### config.mk
export PLATFORM = sky130hd
export DESIGN_NAME = seg7_scan_driver
export DESIGN_NICKNAME = d
export VERILOG_FILES = /design/src/rtl/seg7_scan_driver.sv
export SDC_FILE = /design/constraint.sdc
export NUM_CORES = 1
export LEC_CHECK = 0
export ABC_CLOCK_PERIOD_IN_PS = 2000
export CAP_MARGIN = 30
export CORE_MARGIN = 2
export CORE_UTILIZATION = 50
export DETAILED_ROUTE_END_ITERATION = 8
export PLACE_DENSITY_LB_ADDON = 0.2
export SLEW_MARGIN = 20
export SYNTH_ARGS = -nofsm -noshare
export SYNTH_HDL_FRONTEND = slang
export SYNTH_SLANG_ARGS = --single-unit
### constraint.sdc
create_clock -name clk -period 2 [get_ports clk]
set_input_delay 0.5 -clock clk [delete_from_list [all_inputs] [get_ports clk]]
set_output_delay 0.5 -clock clk [all_outputs]
set_load 0.01 [all_outputs]
### src/rtl/seg7_scan_driver.sv
// rtl/seg7_scan_driver.sv - time-multiplexed BCD to 7-segment scan driver with tear-free double buffering
module seg7_scan_driver #(
    parameter int NUM_DIGITS     = 4,
    parameter int REFRESH_DIV    = 50000,
    parameter int ACTIVE_LOW_SEG = 1,
    parameter int ACTIVE_LOW_AN  = 1
) (
    input  logic                    clk,
    input  logic                    rst,
    input  logic                    load,
    input  logic [4*NUM_DIGITS-1:0] bcd_in,
    input  logic [NUM_DIGITS-1:0]   dp_in,
    input  logic                    blank_lz,
    output logic [6:0]              seg_out,
    output logic                    dp_out,
    output logic [NUM_DIGITS-1:0]   an_out,
    output logic                    frame_done
);

    localparam int CNT_W = (REFRESH_DIV > 2) ? $clog2(REFRESH_DIV) : 1;
    localparam int IDX_W = (NUM_DIGITS > 1) ? $clog2(NUM_DIGITS) : 1;

    localparam logic [CNT_W-1:0]      CNT_LAST = CNT_W'(REFRESH_DIV - 1);
    localparam logic [IDX_W-1:0]      IDX_LAST = IDX_W'(NUM_DIGITS - 1);
    localparam logic [6:0]            SEG_OFF  = (ACTIVE_LOW_SEG != 0) ? 7'h7f : 7'h00;
    localparam logic                  DP_OFF   = (ACTIVE_LOW_SEG != 0);
    localparam logic [NUM_DIGITS-1:0] AN_OFF   = (ACTIVE_LOW_AN != 0) ? '1 : '0;

    logic [CNT_W-1:0]        cnt_q, cnt_d;
    logic [IDX_W-1:0]        idx_q, idx_d;
    logic [4*NUM_DIGITS-1:0] shadow_bcd_q, shadow_bcd_d;
    logic [NUM_DIGITS-1:0]   shadow_dp_q, shadow_dp_d;
    logic [4*NUM_DIGITS-1:0] active_bcd_q, active_bcd_d;
    logic [NUM_DIGITS-1:0]   active_dp_q, active_dp_d;
    logic [6:0]              seg_q, seg_d;
    logic                    dp_q, dp_d;
    logic [NUM_DIGITS-1:0]   an_q, an_d;
    logic                    frame_done_q, frame_done_d;

    logic                    tick;
    logic                    wrap;
    logic                    zero_run;
    logic [NUM_DIGITS-1:0]   blank_mask;
    logic [NUM_DIGITS-1:0]   an_onehot;
    logic [3:0]              sel_code;
    logic                    sel_dp;
    logic                    sel_blank;
    logic [6:0]              seg_raw;

    // Raw patterns are active-low (bit0=a .. bit6=g); invalid codes light nothing.
    function automatic logic [6:0] decode_raw(input logic [3:0] code);
        logic [6:0] pat;
        case (code)
            4'd0:    pat = 7'b1000000;
            4'd1:    pat = 7'b1111001;
            4'd2:    pat = 7'b0100100;
            4'd3:    pat = 7'b0110000;
            4'd4:    pat = 7'b0011001;
            4'd5:    pat = 7'b0010010;
            4'd6:    pat = 7'b0000010;
            4'd7:    pat = 7'b1111000;
            4'd8:    pat = 7'b0000000;
            4'd9:    pat = 7'b0010000;
            default: pat = 7'b1111111;
        endcase
        return pat;
    endfunction

    always_comb begin
        tick = (cnt_q == CNT_LAST);
        wrap = tick && (idx_q == IDX_LAST);

        cnt_d = tick ? '0 : cnt_q + CNT_W'(1);
        idx_d = idx_q;
        if (wrap) begin
            idx_d = '0;
        end else if (tick) begin
            idx_d = idx_q + IDX_W'(1);
        end

        frame_done_d = wrap;

        shadow_bcd_d = load ? bcd_in : shadow_bcd_q;
        shadow_dp_d  = load ? dp_in  : shadow_dp_q;

        // Active data only changes at the frame boundary; a load on that same edge passes straight through.
        active_bcd_d = active_bcd_q;
        active_dp_d  = active_dp_q;
        if (wrap) begin
            active_bcd_d = load ? bcd_in : shadow_bcd_q;
            active_dp_d  = load ? dp_in  : shadow_dp_q;
        end
    end

    always_comb begin
        zero_run   = 1'b1;
        blank_mask = '0;
        for (int i = NUM_DIGITS - 1; i >= 0; i--) begin
            zero_run = zero_run && (active_bcd_q[4*i +: 4] == 4'd0);
            if (i != 0) begin
                blank_mask[i] = blank_lz && zero_run;
            end
        end
    end

    always_comb begin
        sel_code  = 4'd0;
        sel_dp    = 1'b0;
        sel_blank = 1'b0;
        an_onehot = '0;
        for (int i = 0; i < NUM_DIGITS; i++) begin
            if (idx_q == IDX_W'(i)) begin
                sel_code     = active_bcd_q[4*i +: 4];
                sel_dp       = active_dp_q[i];
                sel_blank    = blank_mask[i];
                an_onehot[i] = 1'b1;
            end
        end

        seg_raw = sel_blank ? 7'b1111111 : decode_raw(sel_code);
        seg_d   = (ACTIVE_LOW_SEG != 0) ? seg_raw : ~seg_raw;
        dp_d    = (ACTIVE_LOW_SEG != 0) ? ~sel_dp : sel_dp;
        an_d    = (ACTIVE_LOW_AN != 0) ? ~an_onehot : an_onehot;
    end

    always_ff @(posedge clk) begin
        if (rst) begin
            cnt_q        <= '0;
            idx_q        <= '0;
            shadow_bcd_q <= '0;
            shadow_dp_q  <= '0;
            active_bcd_q <= '0;
            active_dp_q  <= '0;
            seg_q        <= SEG_OFF;
            dp_q         <= DP_OFF;
            an_q         <= AN_OFF;
            frame_done_q <= 1'b0;
        end else begin
            cnt_q        <= cnt_d;
            idx_q        <= idx_d;
            shadow_bcd_q <= shadow_bcd_d;
            shadow_dp_q  <= shadow_dp_d;
            active_bcd_q <= active_bcd_d;
            active_dp_q  <= active_dp_d;
            seg_q        <= seg_d;
            dp_q         <= dp_d;
            an_q         <= an_d;
            frame_done_q <= frame_done_d;
        end
    end

    assign seg_out    = seg_q;
    assign dp_out     = dp_q;
    assign an_out     = an_q;
    assign frame_done = frame_done_q;

endmodule

### Word-level counts from Yosys, hierarchy flattened

Memories as Yosys holds them, arrays and structs flattened. A register that Yosys moved wholly into a read port is not among the register bits.
Index checks and enable logic that the tools add are counted.

* add/subtract/negate cells: 2
* eq/ne operators: 4
* muxes and demuxes: 17
* bitwise operators: 2
* reductions and logical operators: 13

Operators with widths (number)
* two-way mux 4 bit: 5
* adder 16 x 1 -> 16 bit, second input constant: 1
* equality test 16 bit, second input constant: 1
* two-way mux 16 bit: 1
* logical NOT 4 bit: 3
* two-way mux 1 bit: 11
* logical AND 1 bit: 6
* OR reduction 2 bit: 3
* equality test 2 bit, second input constant: 2
* inverter 4 bit: 1
* adder 2 x 1 -> 2 bit, second input constant: 1
* equality test 2 x 1 -> 1 bit, second input constant: 1
* logical NOT 2 bit: 1
* inverter 1 bit: 1

* register bits after elaboration: 64
* memory bits (read-only): 112
* input bits: 24
* output and inout port bits: 13
* logic and storage cells: 48
* memories: 1

Memories
* (name not given): depth 16, bits a word 7, read ports 1, clocked after Yosys merged registers in 1, wr ports 0, RTL line 53 `case (code)`

### Logic depth before layout (Yosys ltp)

Gate-level depths: netlist (run 1).

* depth in word-level cells: 8
* depth in mapped cells: 10
* depth with buffers taken out: 9

### Worst setup path before layout (run 1)

No wires, ideal clock.

* kind: register to register
* start: reg idx_q[1]
* end: reg seg_q[4] (netlist: seg_out[4])
* setup time: 0.074 ns
* arrival time: 2.145 ns
* data required time: 1.926 ns
* path slack: -0.220 ns
* cell stages (with the launch flop): 11
* buffers on the path: 1
* period minus slack after synthesis: 2.220 ns
* cell sequence: dfxtp_1 -> inv_1 -> ha_1 -> clkbuf_1 -> nand3b_1 -> a221oi_2 -> inv_1 -> ha_1 -> nor3_1 -> a221oi_1 -> o21ai_0

* cells in the longest elaborated chain, start to end: 5
* elaborated cells on any way between the ends: 12
* those cells by class: eq/ne: 3; mux: 7; reduce/logical: 2

Ends and longest elaborated chain
* start, declared: RTL line 30 `logic [IDX_W-1:0] idx_q, idx_d;`
* start signal, assigned: RTL line 140 `idx_q <= idx_d;`
* equality test 2 x 1 -> 1 bit or logical NOT 2 bit (tied branches): RTL line 112 `if (idx_q == IDX_W'(i)) begin`
* two-way mux 1 bit or two-way mux 4 bit (tied branches) (3 in a row): RTL line 112
* OR reduction 2 bit (no source line) or two-way mux 4 bit (tied branches)
* end, declared: RTL line 35 `logic [6:0] seg_q, seg_d;`

Parallel ways exist; a longest one is shown, timed or not.
A chain may end at the register's enable or synchronous reset.

### Worst setup path after layout (run 1)

* start: reg idx_q[0]
* end: reg seg_q[3] (netlist: seg_out[3])

Same word-level chain as after synthesis.

==> impl_results.md, run 1 <==
* Total I/O pin count at 37
* Cell area after layout at between 0.004 and 0.005 sq mm
* Post-synth cell types at about 50
* Wire per inst at ~15 um
* Post-Synth Adder-Cell Area at roughly 4.0%
* Share of flip-flops with an asynchronous set or reset at 0%
* DIE AREA at about 0.007 sq mm
* Core ar. at between 0.005 and 0.006 sq mm
* Clk root buf: clkbuf_8
* Synth Net Count at about 370
* Via count at between 2000 and 3000
* Post-synthesis sequential area ratio at 45.51%
* Crit path kind: flip-flop to flip-flop
* CTS tree: done
* Vias per cell at ~5.3
* Chip width at a little over 80 um
* Cell Count Post-Placement at around 460
* Post-synthesis cell count at roughly 330
* CTS max path bufs at 2
* First-pass DRT Iterations at 4
* Largest family of logic cells by synthesized area: simple AND/OR/NAND/NOR gates
* Worst path bufs/invs at 3
* Post-route antenna net violation count at 0
* Relative slew slack at between 60% and 70%
* Critical path fanouts, max at 7
* Worst Skew at roughly 8.5 ps
* Placed inst area at between 0.003 and 0.004 sq mm
* CP Data Arrival Time at 2250 ps
* Most frequent cells in the layout: dfxtp_1 (69), nor2_1 (39), clkdlybuf4s50_1 (36)
* Synth warn at 0
* Setup crit start kind: flip-flop
* Tmin final at 2033 ps
* Area Overhead vs Synth at 40.42%
* Share of post-route cells with drive strength above 1 at between 20% and 30%
* WP data required at ~2200 ps
* Crit-path cells: inv_2 > ha_2 > buf_4 > nor2_1 > a311oi_1 > buf_4 > nor3b_1 > a32oi_1
* Vias in the first global route at 2437
* Status: complete, but fails checks
* Post-CTS Hold Fix Bufs at 0
* Placer Congestion at slightly above 0.8
* Gr usage total at between 10% and 20%
* Seq cells post-synth at between 70 and 80
* Multiplexer share of the synthesized area at under 10%
* PnR worst setup slack at -33.33 ps
* Port buffer count at 36
* Hold crit path type: flip-flop to flip-flop
* Antenna fix cells at 0
* LEAKAGE at between 1.5 and 2 nW
* Slowest cell on crit path: dfxtp_4
* Pins Over Slew Limit at 0
* Synth Area in Compound Gates at a little over a tenth
* Clock Latency Late Sink at about 350 ps
* Post-synthesis xor/xnor area fraction at roughly 3.6%
* Num CTS Buffers at 9
* CP Capture Type: flip-flop
* Worst-path clk slew at approximately 70 ps
* First-pass GRT wire length at 11.05 mm
* Setup-failing EPs final at 2
* NumNets Final at 436
* Failing checks: negative setup slack
* Final std cells w/o fill at a little under 500
* PwrDens at around 700 mW/mm^2
* Worst path max stage delay at around 390 ps
* CP most frequent cell: buf_4
* CP delay by family, top: simple AND/OR/NAND/NOR gates
* Initial Util at a little over half
* H-tree lvl count at 3
* Commonest non-fill, non-tap cell in the layout: dfxtp_1
* DP Wirelength at between 4 and 5 mm
* Most frequently used flop master after synthesis: dfxtp_1
* Remaining DRCs at 0
* Final Cycle Share at 101.7%
* RSZ-0062 raised after global routing: true
* Num Clock Sinks at between 70 and 80
* Height of the chip at roughly 83 um
* DRT iter0 DRCs at 87
* Synth Area per Inst at between 9 and 10 sq um
* Total grt overflow at 0
* Setup TNS at -34.11 ps
* # rows at 28
* Fmax at 491.8 MHz
* Measured slew at the worst slew-check pin at between 500 and 600 ps
* R2r setup slk at -30 ps
* Max Cap Viol at 0
* Initial antenna violation count at 0
* EDFF count, synth at 0
* Hold_ws at between 400 and 500 ps
* Largest net degree at the start of global routing at between 40 and 50
* Worst vdd ir at around 0.57 mV
* Simple-gate share of the synthesized area at 24.52%
* Drt total wl at 6.998 mm
* Util after Layout at approximately three quarters
* Mapped cell area at between 0.003 and 0.004 sq mm
* Final Hold Fails at 0
==> where the power goes <==
part | switching [W] | internal [W] | total, W
clock | 0.000535 | 0.000858 | 0.00139
combinational | 0.0000706 | 0.000101 | 0.000172
sequential | 0.0000118 | 0.00145 | 0.00146
total | 0.000617 | 0.00241 | 0.00302
==> tightest hold or removal path: stages, from the launching register on <==
cell      delay (ps)
dfxtp_1          320
nand2b_1          60
o21ai_1           50
==> synthesized netlist by cell type, types with 2 or more instances <==
library cell	n	share of area, %
xor2_1	9	2.5
ha_1	10	4.0
buf_2	4	0.64
o31ai_1	5	1.2
buf_4	3	0.72
and3_1	2	0.40
clkbuf_1	13	1.6
nand3b_1	6	1.4
nand3_1	26	4.2
nand4_1	2	0.40
nor3_1	2	0.32
a21oi_1	6	0.96
o21ai_0	5	0.80
nand2b_1	23	4.6
nor3b_1	6	1.4
xnor2_1	4	1.1
nor4_4	2	1.4
nor2_1	40	4.8
or3_1	2	0.40
a221oi_1	3	0.84
a221oi_2	2	0.96
a32oi_1	2	0.56
mux2i_1	21	6.7
inv_1	11	1.3
and4_1	3	0.84
dfxtp_1	71	46
nand2_1	10	1.2
nor2b_1	2	0.40
a211oi_1	4	0.96
o21ai_1	16	2.6
==> what timing repair did <==
action | CTS | global route
gates resized for setup | 10 | 49
setup endpoints to repair | 7 | 7
buffers inserted | 1 | 10
hold endpoints to repair | 0 | 0
pin swaps | 4 | 18
==> final cells by class <==
class | count | area, sq um
Multi-Input combinational cell | 230 | 1799
Tap cell | 75 | 93.84
Timing Repair Buffer | 79 | 774.5
Clock inverter | 6 | 107.6
Clock buffer | 10 | 137.6
Sequential cell | 71 | 1429
Inverter | 11 | 43.79
Fill cell | 424 | 1605
==> layer usage <==
metal  global-route usage (%)  share of wire, %  vias to the layer above
met3                    5.567               3.6                       13
met4                    7.154               1.8                        0
met5                        0                 0                        -
met2                    30.79                49                       45
li1                         -                 -                     1293
met1                    25.23                46                     1203
==> registers in the layout (all words and copies together), names as in the netlist <==
| signal | cells |
|---|---|
| active_bcd_q | 16 |
| cnt_q | 16 |
| shadow_bcd_q | 16 |
| seg_out | 7 |
| active_dp_q | 4 |
| an_out | 4 |
| shadow_dp_q | 4 |
| idx_q | 2 |
| dp_out | 1 |
| frame_done | 1 |
==> kinds of logic (layout without fill, tap and decap cells) <==
group	after synthesis	after routing
simple gates	136	136
buf+inv	33	106
xor+xnor	13	13
fa+ha+maj	10	10
compound gates	50	50
mux	21	21
flops	71	71
==> stage by stage <==
stage | worst slack [ps] | power, W
floorplan | 12.67 | 0.001582
global placement | -56.45 | 0.001661
detailed placement | -143.3 | 0.001665
CTS | 0.5624 | 0.003047
global route | -148.5 | 0.003124
finish | -33.33 | 0.003022
==> final timing paths <==
path	startpoint	depth (start not counted)	to
min	active_dp_q[0]	2	active_dp_q[0]
max reg2reg	idx_q[0]	8	seg_out[3]
min reg2reg	active_dp_q[0]	2	active_dp_q[0]
max	idx_q[0]	8	seg_out[3]
Note: power is estimated with default switching activity, not from simulation.
==> run 2, diff against run 1 <==
- PLACE_DENSITY_LB_ADDON: 0.2 -> 0.08
==> run 2 against run 1 <==
  * Fmax rose by 1.2%
  * Register-to-register slack improved by 20 ps
  * Critical path depth fell by 1
  * Worst setup slack improved by 23 ps
  * Via count fell by 1.9%
  * The run still ends with negative setup slack left
  * Design area fell by 7.0%
  * Count of clock-buffer cells in the layout rose by 2
  * Critical path type unchanged
==> impl_results.md, run 2 (same netlist as run 1, synthesis figures left out) <==
* Status: complete, but fails checks
* Failing checks: negative setup slack
* Clk root buf: clkbuf_8
* Post-CTS Hold Fix Bufs at 0 (unchanged)
* Final Cycle Share at 100.5% (-1.2 points)
* Pins Over Slew Limit at 0 (unchanged)
* Commonest non-fill, non-tap cell in the layout: dfxtp_1
* PnR worst setup slack at -9.838 ps (+23.49 ps)
* Max Cap Viol at 0 (unchanged)
* Largest regs: active_bcd_q: 16 flops, cnt_q: 16 flops, shadow_bcd_q: 16 flops
* Relative slew slack at 74.43% (+8.0 points)
* Worst vdd ir at 0.5092 mV (-10%)
* Worst-path clk slew at 70 ps (about the same)
* DRT iter0 DRCs at 105 (+21%)
* H-tree lvl count at 3 (unchanged)
* NumNets Final at 423 (-3.0%)
* Worst R2R Path Depth at 7 (-1)
* Vias per cell at 5.343 (+0.84%)
* Num Clock Sinks at 71 (unchanged)
* Reg-to-Reg End: seg_out[2]
* Reg2reg start: idx_q[1]
* Wire per inst at 13.72 um (-5.5%)
* Total grt overflow at 0 (unchanged)
* CTS tree: done
* First-pass DRT Iterations at 4 (unchanged)
* Core ar. at 0.005991 sq mm (unchanged)
* Drt total wl at 6.433 mm (-8.1%)
* Port buffer count at 36 (unchanged)
* Measured slew at the worst slew-check pin at 383.5 ps (-117.4 ps)
* Share of post-route cells with drive strength above 1 at 18.53% (-5.3 points)
* Antenna fix cells at 0 (unchanged)
* R2r setup slk at -10 ps (+20 ps)
* Initial antenna violation count at 0 (unchanged)
* RSZ-0062 raised after global routing: true
* Worst Skew at 5.592 ps (-2.894 ps)
* Util after Layout at 68.11% (-5.1 points)
* Remaining DRCs at 0 (unchanged)
* DP Wirelength at 4.441 mm (+3.7%)
* Setup crit start kind: flip-flop
* Placer Congestion at 0.8198 (-0.83%)
* Placed inst area at 0.003744 sq mm (-1.2%)
* Vias in the first global route at 2516 (+3.2%)
* First-pass GRT wire length at 11.27 mm (+2.0%)
* Chip width at 83.03 um (unchanged)
* Clock Latency Late Sink at 350 ps (about the same)
* Final Hold Fails at 0 (unchanged)
* Cell area after layout at 0.004080 sq mm (-7.0%)
* Total I/O pin count at 37 (unchanged)
* Largest net degree at the start of global routing at 35 (-17%)
* LEAKAGE at 1.549 nW (-7.2%)
* Post-route antenna net violation count at 0 (unchanged)
* Critical path fanouts, max at 7 (unchanged)
* Via count at 2506 (-1.9%)
* Gr usage total at 19.79% (+0.36 points)
* Area Overhead vs Synth at 30.65%
* CP Capture Type: flip-flop
* Height of the chip at 83.03 um (unchanged)
* Hold_ws at 467.2 ps (-0.8340 ps)
* Fmax at 497.6 MHz (+1.2%)
* CP startpoint: idx_q[1]
* PwrDens at 676.1 mW/mm^2 (-1.9%)
* Total Power at 0.002759 W (-8.7%)
* Tmin final at 2010 ps (-23.49 ps)
* Setup-failing EPs final at 1 (-1)
* # rows at 28 (unchanged)
* Num CTS Buffers at 9 (unchanged)
* DIE AREA at 0.006894 sq mm (unchanged)
* Hold crit path type: flip-flop to flip-flop
* CTS max path bufs at 2 (unchanged)
* Critical Path Sink: seg_out[2]
* Initial Util at 52.13% (unchanged)
* CP Data Arrival Time at 2260 ps (about the same)
* Most frequent cells in the layout: dfxtp_1 (69), nor2_1 (39), clkdlybuf4s50_1 (36)
* Setup TNS at -9.838 ps (+24.27 ps)
* WP data required at 2250 ps (+40 ps)
* Crit path kind: flip-flop to flip-flop
-- run 2: cell count changes in the layout (fill, tap and decap cells not counted), sizes merged --
| cell | change |
|---|---|
| clkinvlp | -1 |
| clkbuf | +2 |
| clkinv | +1 |
| bufinv | -2 |
| buf | -13 |
-- run 2: timing repair --
item | 4_1_cts | 5_1_grt
resized for setup | 13 | 14
buffers inserted | 0 | 3
pin swaps | 1 | 9
setup endpoints to repair | 7 | 7
-- run 2: cell type report --
type	count	area [sq um]
clock buffers	12	145.1
multi-input cells	230	1695
repair buffers	66	630.6
inverters	11	43.79
clock inverters	4	45.04
flip-flops and latches	71	1426
fillers	491	1911
well taps	75	93.84
-- run 2: stage by stage --
stage	cells	worst slack (ps)
finish	469	-9.838
global route	469	-94.42
CTS	466	-3.107
detailed placement	450	-69.08
global placement	450	-44.96
floorplan	334	12.67
-- run 2: worst min path at each step --
| stage | from | to | slack [ps] | cells after the start |
|---|---|---|---|---|
| 3_5_place_dp | active_dp_q[0] | active_dp_q[0] | 460 | 2 |
| 4_1_cts | active_bcd_q[2] | active_bcd_q[2] | 470 | 2 |
| 3_3_place_gp | cnt_q[0] | cnt_q[0] | 440 | 1 |
| 2_1_floorplan | cnt_q[0] | cnt_q[0] | 430 | 1 |
| 6_report | active_bcd_q[2] | active_bcd_q[2] | 470 | 2 |
| 5_1_grt | active_dp_q[3] | active_dp_q[3] | 490 | 2 |
-- run 2: worst max-delay path, stage by stage (launching register included) --
cell and delay (ps):
dfxtp_4 370, inv_4 40, ha_4 180, buf_6 120, nand3b_1 220, a311o_1 440
or3_1 370, a21bo_1 170
-- run 2: power breakdown --
group | leakage [nW] | internal, W | switching [W]
clock | 0.100 | 0.000605 | 0.000521
sequential | 0.581 | 0.00145 | 0.0000114
combinational | 0.869 | 0.000102 | 0.0000708
-- run 2: metal layers --
| metal | routed length, um | GRT usage (%) | vias to the layer above |
|---|---|---|---|
| li1 | - | - | 1274 |
| met1 | 3024 | 25.19 | 1177 |
| met2 | 3047 | 32.26 | 40 |
| met3 | 197 | 4.374 | 15 |
| met4 | 164 | 8.644 | 0 |
| met5 | 0 | 0 | - |
